--- src/rtl/fetch_pkg.sv ---
// Shared types and default constants for the instruction-fetch controller.
package fetch_pkg;

    localparam int unsigned      FETCH_ADDR_W   = 16;
    localparam int unsigned      FETCH_INSTR_W  = 16;
    localparam int unsigned      FETCH_PC_STEP  = 1;
    localparam logic [15:0]      FETCH_RESET_PC = 16'h0000;

    typedef enum logic [1:0] {
        IDLE  = 2'd0,
        FETCH = 2'd1,
        STALL = 2'd2,
        DRAIN = 2'd3
    } fetch_state_e;

endpackage

--- src/rtl/fetch_outbuf.sv ---
// Output register towards decode plus a one-entry pending slot that catches
// an instruction returned while decode is still holding the previous one.
module fetch_outbuf
    import fetch_pkg::*;
#(
    parameter int unsigned ADDR_W  = FETCH_ADDR_W,
    parameter int unsigned INSTR_W = FETCH_INSTR_W
) (
    input  logic               clk,
    input  logic               reset,
    input  logic               flush,
    input  logic               load,
    input  logic               stash,
    input  logic               pend_release,
    input  logic               id_ready,
    input  logic [INSTR_W-1:0] in_instr,
    input  logic [ADDR_W-1:0]  in_pc,
    output logic               if_valid,
    output logic [INSTR_W-1:0] if_instr,
    output logic [ADDR_W-1:0]  if_pc,
    output logic               slot_free
);

    logic               valid_q, valid_d;
    logic [INSTR_W-1:0] instr_q, instr_d;
    logic [ADDR_W-1:0]  pc_q, pc_d;
    logic               pend_valid_q, pend_valid_d;
    logic [INSTR_W-1:0] pend_instr_q, pend_instr_d;
    logic [ADDR_W-1:0]  pend_pc_q, pend_pc_d;

    assign slot_free = !valid_q || id_ready;
    assign if_valid  = valid_q;
    assign if_instr  = instr_q;
    assign if_pc     = pc_q;

    // A flush beats everything, including a same-cycle handshake from decode.
    always_comb begin
        valid_d      = valid_q;
        instr_d      = instr_q;
        pc_d         = pc_q;
        pend_valid_d = pend_valid_q;
        pend_instr_d = pend_instr_q;
        pend_pc_d    = pend_pc_q;
        if (flush) begin
            valid_d      = 1'b0;
            pend_valid_d = 1'b0;
        end else if (pend_release) begin
            valid_d      = 1'b1;
            instr_d      = pend_instr_q;
            pc_d         = pend_pc_q;
            pend_valid_d = 1'b0;
        end else if (load) begin
            valid_d = 1'b1;
            instr_d = in_instr;
            pc_d    = in_pc;
        end else begin
            if (stash) begin
                pend_valid_d = 1'b1;
                pend_instr_d = in_instr;
                pend_pc_d    = in_pc;
            end
            if (valid_q && id_ready) begin
                valid_d = 1'b0;
            end
        end
    end

    always_ff @(posedge clk or posedge reset) begin
        if (reset) begin
            valid_q      <= 1'b0;
            instr_q      <= '0;
            pc_q         <= '0;
            pend_valid_q <= 1'b0;
            pend_instr_q <= '0;
            pend_pc_q    <= '0;
        end else begin
            valid_q      <= valid_d;
            instr_q      <= instr_d;
            pc_q         <= pc_d;
            pend_valid_q <= pend_valid_d;
            pend_instr_q <= pend_instr_d;
            pend_pc_q    <= pend_pc_d;
        end
    end

endmodule

--- src/rtl/fetch_ctrl.sv ---
// Instruction-fetch controller: drives the PC register input, runs the
// req/ack memory protocol and hands instructions to decode.
module fetch_ctrl
    import fetch_pkg::*;
#(
    parameter int unsigned       ADDR_W   = FETCH_ADDR_W,
    parameter int unsigned       INSTR_W  = FETCH_INSTR_W,
    parameter int unsigned       PC_STEP  = FETCH_PC_STEP,
    parameter logic [ADDR_W-1:0] RESET_PC = ADDR_W'(FETCH_RESET_PC)
) (
    input  logic               clk,
    input  logic               reset,
    input  logic [ADDR_W-1:0]  pc_cur,
    output logic [ADDR_W-1:0]  pc_next,
    output logic               imem_req,
    output logic [ADDR_W-1:0]  imem_addr,
    input  logic               imem_ack,
    input  logic [INSTR_W-1:0] imem_rdata,
    input  logic               branch_taken,
    input  logic [ADDR_W-1:0]  branch_target,
    output logic               if_valid,
    output logic [INSTR_W-1:0] if_instr,
    output logic [ADDR_W-1:0]  if_pc,
    input  logic               id_ready
);

    fetch_state_e      state_q, state_d;
    logic [ADDR_W-1:0] addr_q, addr_d;
    logic [ADDR_W-1:0] pc_next_c;
    logic [ADDR_W-1:0] pc_inc;
    logic              slot_free;
    logic              buf_load;
    logic              buf_stash;
    logic              buf_release;

    assign pc_inc    = addr_q + ADDR_W'(PC_STEP);
    assign imem_req  = (state_q == FETCH) || (state_q == DRAIN);
    assign imem_addr = addr_q;
    assign pc_next   = pc_next_c;

    // A branch without an ack leaves the request untouched (DRAIN) so the
    // memory protocol is never violated; the stale data is dropped on ack.
    always_comb begin
        state_d     = state_q;
        addr_d      = addr_q;
        pc_next_c   = pc_cur;
        buf_load    = 1'b0;
        buf_stash   = 1'b0;
        buf_release = 1'b0;
        if (reset) begin
            pc_next_c = RESET_PC;
        end else if (branch_taken) begin
            pc_next_c = branch_target;
            case (state_q)
                FETCH: begin
                    if (imem_ack) begin
                        addr_d = branch_target;
                    end else begin
                        state_d = DRAIN;
                    end
                end
                DRAIN: begin
                    if (imem_ack) begin
                        state_d = FETCH;
                        addr_d  = branch_target;
                    end
                end
                default: begin
                    state_d = FETCH;
                    addr_d  = branch_target;
                end
            endcase
        end else begin
            case (state_q)
                IDLE: begin
                    state_d = FETCH;
                    addr_d  = pc_cur;
                end
                FETCH: begin
                    if (imem_ack) begin
                        pc_next_c = pc_inc;
                        addr_d    = pc_inc;
                        if (slot_free) begin
                            buf_load = 1'b1;
                        end else begin
                            buf_stash = 1'b1;
                            state_d   = STALL;
                        end
                    end
                end
                STALL: begin
                    if (id_ready) begin
                        buf_release = 1'b1;
                        state_d     = FETCH;
                        addr_d      = pc_cur;
                    end
                end
                DRAIN: begin
                    if (imem_ack) begin
                        state_d = FETCH;
                        addr_d  = pc_cur;
                    end
                end
                default: begin
                    state_d = IDLE;
                end
            endcase
        end
    end

    always_ff @(posedge clk or posedge reset) begin
        if (reset) begin
            state_q <= IDLE;
            addr_q  <= '0;
        end else begin
            state_q <= state_d;
            addr_q  <= addr_d;
        end
    end

    fetch_outbuf #(
        .ADDR_W  (ADDR_W),
        .INSTR_W (INSTR_W)
    ) u_outbuf (
        .clk          (clk),
        .reset        (reset),
        .flush        (branch_taken),
        .load         (buf_load),
        .stash        (buf_stash),
        .pend_release (buf_release),
        .id_ready     (id_ready),
        .in_instr     (imem_rdata),
        .in_pc        (addr_q),
        .if_valid     (if_valid),
        .if_instr     (if_instr),
        .if_pc        (if_pc),
        .slot_free    (slot_free)
    );

endmodule

--- config.mk ---
export PLATFORM = sky130hd
export DESIGN_NAME = fetch_ctrl
export DESIGN_NICKNAME = d
export VERILOG_FILES = /design/src/rtl/fetch_pkg.sv /design/src/rtl/fetch_outbuf.sv /design/src/rtl/fetch_ctrl.sv
export SDC_FILE = /design/constraint.sdc
export NUM_CORES = 1
export LEC_CHECK = 0
export CELL_PAD_IN_SITES_DETAIL_PLACEMENT = 1
export CELL_PAD_IN_SITES_GLOBAL_PLACEMENT = 2
export CORE_MARGIN = 4
export CORE_UTILIZATION = 33
export DETAILED_ROUTE_END_ITERATION = 16
export PLACE_DENSITY_LB_ADDON = 0.1
export SYNTH_ARGS = -nofsm -noshare
export SYNTH_HDL_FRONTEND = slang
export SYNTH_SLANG_ARGS = --single-unit
--- constraint.sdc ---
create_clock -name clk -period 13.47 [get_ports clk]
set_input_delay 2.694 -clock clk [delete_from_list [all_inputs] [get_ports clk]]
set_output_delay 2.694 -clock clk [all_outputs]
set_load 0.01 [all_outputs]
# --- Word-level counts from Yosys, hierarchy flattened ---
# Cells that the tools add are included.
totals:
  regBits: 83
  input_bits: 53
  output_inout_bits: 66
  word_cells: 74
op_classes:
  addsub: 1
  eq_ne: 9
  muxes: 41
  n_bitwise: 4
  reduce_logical: 12
op_table:
  columns: ["operator", "n"]
  rows:
  - ["$mux W16", 14]
  - ["$pmux W16 S4", 1]
  - ["$mux W1", 18]
  - ["$ne A3 B3 Y1 const B", 6]
  - ["$add A16 B1 Y16 const B", 1]
  - ["$mux W2", 6]
  - ["$reduce_and A5 Y1", 2]
  - ["$pmux W2 S4", 1]
  - ["$eq A2 B2 Y1 const B", 2]
  - ["$not A1 Y1", 4]
  - ["$pmux W2 S2", 1]
  - ["$reduce_and A4 Y1", 1]
  - ["$reduce_bool A4 Y1", 1]
  - ["$eq A2 B1 Y1 const B", 1]
  - ["$logic_not A2 Y1", 1]
  - ["$logic_or A1 B1 Y1", 2]
  - ["$reduce_and A2 Y1", 1]
  - ["$reduce_bool A2 Y1", 1]
  - ["$reduce_or A2 Y1", 1]
  - ["$logic_and A1 B1 Y1", 1]
  - ["$logic_not A1 Y1", 1]

# --- Depth between registers and ports, before layout ---
logic_depth:
  depth_word: 10
  depth_mapped: 8
  mapped_depth_nobuf: 6

# --- By module ---
# Synthesis repeated with hierarchy kept, for this count alone.
unflattened:
  cells_unflattened: 479
  hier_area_um2: 4698.3
by_module_without_submodules:
  columns: ["module", "instances", "cells_each", "area_per_inst_um2", "seq_area_each_um2"]
  rows:
  - ["fetch_outbuf", 1, 242, 2925.3, 1626.6]
  - ["fetch_ctrl", 1, 237, 1773.0, 450.4]

# --- Worst setup path before layout ---
# Ideal clock, no wire load.
synth_path:
  kind: "input -> output"
  startpoint: "input reset"
  endpoint: "output pc_next[14]"
  arrival_time_ps: 5469
  required_time_ps: 10776
  slack_ps: 5307
  path_stages: 6
  path_buffers: 1
  path_cell_list: "buf_2 > inv_1 > nand2_1 > nor2_1 > nand2_1 > o211ai_1"
synth_via:
  elab_chain_cells: 1
synth_rtl:
  columns: ["element", "line", "rtl"]
  rows:
  - ["start: declaration", "fetch_ctrl.sv:12", "input logic reset,"]
  - ["$mux W16", "fetch_ctrl.sv:50", "if (reset) begin"]
  - ["end: declaration", "fetch_ctrl.sv:14", "output logic [ADDR_W-1:0] pc_next,"]
# Every way passes these cells.

# --- Worst setup path after layout ---
layout_path:
  startpoint: "input branch_taken"
  endpoint: "output pc_next[14]"
layout_via:
  elab_chain_cells: 2
layout_rtl:
  columns: ["element", "line", "rtl"]
  rows:
  - ["start: declaration", "fetch_ctrl.sv:19", "input logic branch_taken,"]
  - ["$mux W16", "fetch_ctrl.sv:52", "end else if (branch_taken) begin"]
  - ["$mux W16", "fetch_ctrl.sv:50", null]
# Every way passes these cells.

==> run metrics <==
status=finished clean; Worst setup EP type=primary output; total detailed-routing wirelength=13.6 mm; Final Max Tran Viols=0; total setup buffers inserted after CTS=0; post-synthesis sequential element count=83; fin crit period=7.67 ns; diode count=0; I/O Buffers=118; vias per cell=5.23; Ys Warns=0; layout cells sized above 1=23.6%; CTS sink cnt=83; Max FO, Critical Path=30; largest net degree at the start of global routing=81; sequential fraction of the synthesis area=46.3%; Initial Utilization=33.7%; reg2reg end=u_outbuf.if_pc[2]; # fillers=1440; Post-Syn Nets=462; Netlist Area Pre-Place=4480 µm²; Die W=125 µm; timing-limited maximum frequency=0.130 GHz; Hold Buf Count CTS=0; most frequent cells in the layout=118 x clkdlybuf4s50_1, 94 x mux2_2, 83 x dfrtp_1, 42 x nand2_1, 27 x nor2_1; Post-DP HPWL=9.26 mm; Core Box Area=13300 µm²; LEAKAGE=0.00250 µW; Post-CTS Resized=0; final-report hold violation count=0; leading cell type in the layout, fill and taps excluded=clkdlybuf4s50_1; row count=42; WHS Path Cells=1; worst hold start=u_outbuf.if_instr[10]; clock root buffer=clkbuf_16; GRT Overall Usage=17.8%; ANT nets after route=0; startpoint types=input port; Critical Path AT=4.98 ns; GRT overflow=0; CTS Buffer Depth=2; synthesized instance count=408; Clock Skews=0.00660 ns; vias in the first global route=3928; peak supply drop=0.101 mV; clock insertion delay at the later pin of the skew report=0.34 ns; power per cell area=136 nW/µm²; Power Total=820 µW; RePlAce Congestion=0.845; setup TNS=0 ns; Die Area=15500 µm²; Layout area overhead=34.8%; clock-pin slew on the worst setup and hold paths=0.06 ns; TritonCTS buffer count=9; WHS Endpoint=u_outbuf.if_instr[10]; initial DRC count=238; wire per inst=19.5 µm; Syn Area/Cell=11.0 µm²; Worst EP required=10.78 ns; first-pass GRT wire length=21.8 mm; IO Pins=119; CTS tree=built; Max-Cap Viols=0; period utilisation layout=57.0%; Worst Hold Class=reg -> reg; worst r2r path cells=6; Yosys cell types=48; max-slew headroom at the worst pin=22.0%; DR pass1 iterations=4; r2r setup slk=9.76 ns; initial antenna violation count=0; Setup violations, final=0; CTS HTree Levels=3; # DRC=0; Die Y=125 µm; pin slew with the least headroom to its limit=1.17 ns; number of nets in the layout=571; RSZ-0062 raised after global routing=no; Worst R2R Start=state_q[0]; via count=3649; Crit Path Class=in -> out
[synthesized netlist by cell type (all sizes together)]
| cell | number | area [µm²] |
|---|---|---|
| a211o | 2 | 17.5 |
| a211oi | 1 | 7.51 |
| a21o | 1 | 7.51 |
| a21oi | 9 | 45.0 |
| a222oi | 2 | 20.0 |
| a311o | 1 | 10.0 |
| a311oi | 3 | 26.3 |
| a31o | 1 | 8.76 |
| a31oi | 4 | 25.0 |
| a32o | 1 | 10.0 |
| and2 | 1 | 6.26 |
| and2b | 1 | 7.51 |
| and3 | 1 | 6.26 |
| buf | 16 | 121 |
| clkbuf | 9 | 33.8 |
| clkinv | 1 | 3.75 |
| dfrtp | 83 | 2080 |
| ha | 1 | 12.5 |
| inv | 5 | 18.8 |
| mux2 | 96 | 1080 |
| nand2 | 44 | 175 |
| nand2b | 3 | 18.8 |
| nand3 | 16 | 90.1 |
| nand4 | 2 | 12.5 |
| nand4b | 1 | 8.76 |
| nor2 | 29 | 119 |
| nor2b | 3 | 18.8 |
| nor3 | 6 | 30.0 |
| nor4 | 5 | 46.3 |
| o211ai | 11 | 82.6 |
| o21a | 4 | 30.0 |
| o21ai | 22 | 121 |
| o22ai | 7 | 43.8 |
| o311ai | 1 | 8.76 |
| o32ai | 1 | 8.76 |
| xnor2 | 7 | 61.3 |
| xor2 | 7 | 61.3 |
[registers in the layout, summed over array words and instances (netlist names)]
register	count
imem_addr	16
u_outbuf.if_instr	16
u_outbuf.if_pc	16
u_outbuf.pend_instr_q	16
u_outbuf.pend_pc_q	16
state_q	2
u_outbuf.if_valid	1
[worst max-delay path, cell delays in order]
cell             delay [ns]
clkdlybuf4s50_1        0.46
buf_4                  0.33
clkinv_1               0.33
nand2_1                0.28
nor2_1                 0.13
nand2_1                0.12
o211ai_1               0.12
clkdlybuf4s50_1        0.50
[kinds of logic after synthesis]
group | count (synthesis) | synth area share [%]
flip-flops | 83 | 46.3
AO/OA/AOI/OAI | 71 | 10.6
buffers and inverters | 31 | 3.96
XOR/XNOR | 14 | 2.74
adder cells (fa/ha/maj) | 1 | 0.279
AND/OR/NAND/NOR | 112 | 12.0
multiplexers | 96 | 24.1
[worst max-delay path by stage]
stage | endpoint | startpoint
final | pc_next[14] | branch_taken
after global routing | pc_next[14] | branch_taken
after CTS | pc_next[14] | branch_taken
after detailed placement | pc_next[14] | branch_taken
after global placement | pc_next[14] | branch_taken
after floorplan | pc_next[14] | reset
[where the power goes]
| group | internal, µW | switching [µW] | leakage [µW] |
|---|---|---|---|
| Clock | 131 | 101 | 0.000130 |
| Combinational | 146 | 103 | 0.00133 |
| Sequential | 298 | 42.4 | 0.00104 |
| Total | 574 | 246 | 0.00250 |
[metal layers]
metal / vias to the layer above / GRT usage, % / part of all wire, % / wire, µm
li1: 1688 / - / - / -
met1: 1843 / 22.9 / 43 / 5890
met2: 102 / 28.3 / 47 / 6460
met3: 16 / 5.40 / 7.5 / 1030
met4: 0 / 6.38 / 1.7 / 229
met5: - / 0 / 0 / 0
[stage by stage]
| step | area (µm²) | utilization [%] | hold slack, ns | setup slack [ns] | cells |
|---|---|---|---|---|---|
| 2_1_floorplan | 4480 | - | 0.475 | 5.31 | 408 |
| 3_3_place_gp | 5770 | 43.4 | 0.473 | 5.83 | 682 |
| 3_5_place_dp | 5770 | 43.4 | 0.479 | 5.81 | 682 |
| 4_1_cts | 6040 | 45.5 | 0.495 | 5.79 | 698 |
| 5_1_grt | 6040 | 45.5 | 0.516 | 5.62 | 698 |
| 6_report | 6040 | 45.5 | 0.486 | 5.80 | 698 |
[final cells by class]
cell class                 instances  area, µm²  area share (%)
sequential                        83       2080            34.4
multi-input combinational        294       2230            36.9
tap                              176        220            3.64
clock buffer                      13        250            4.14
timing repair buffer             123       1220            20.2
clock inverter                     3       21.3           0.352
inverter                           6       23.8           0.393
No activity file was read; power rests on OpenSTA's default activity.
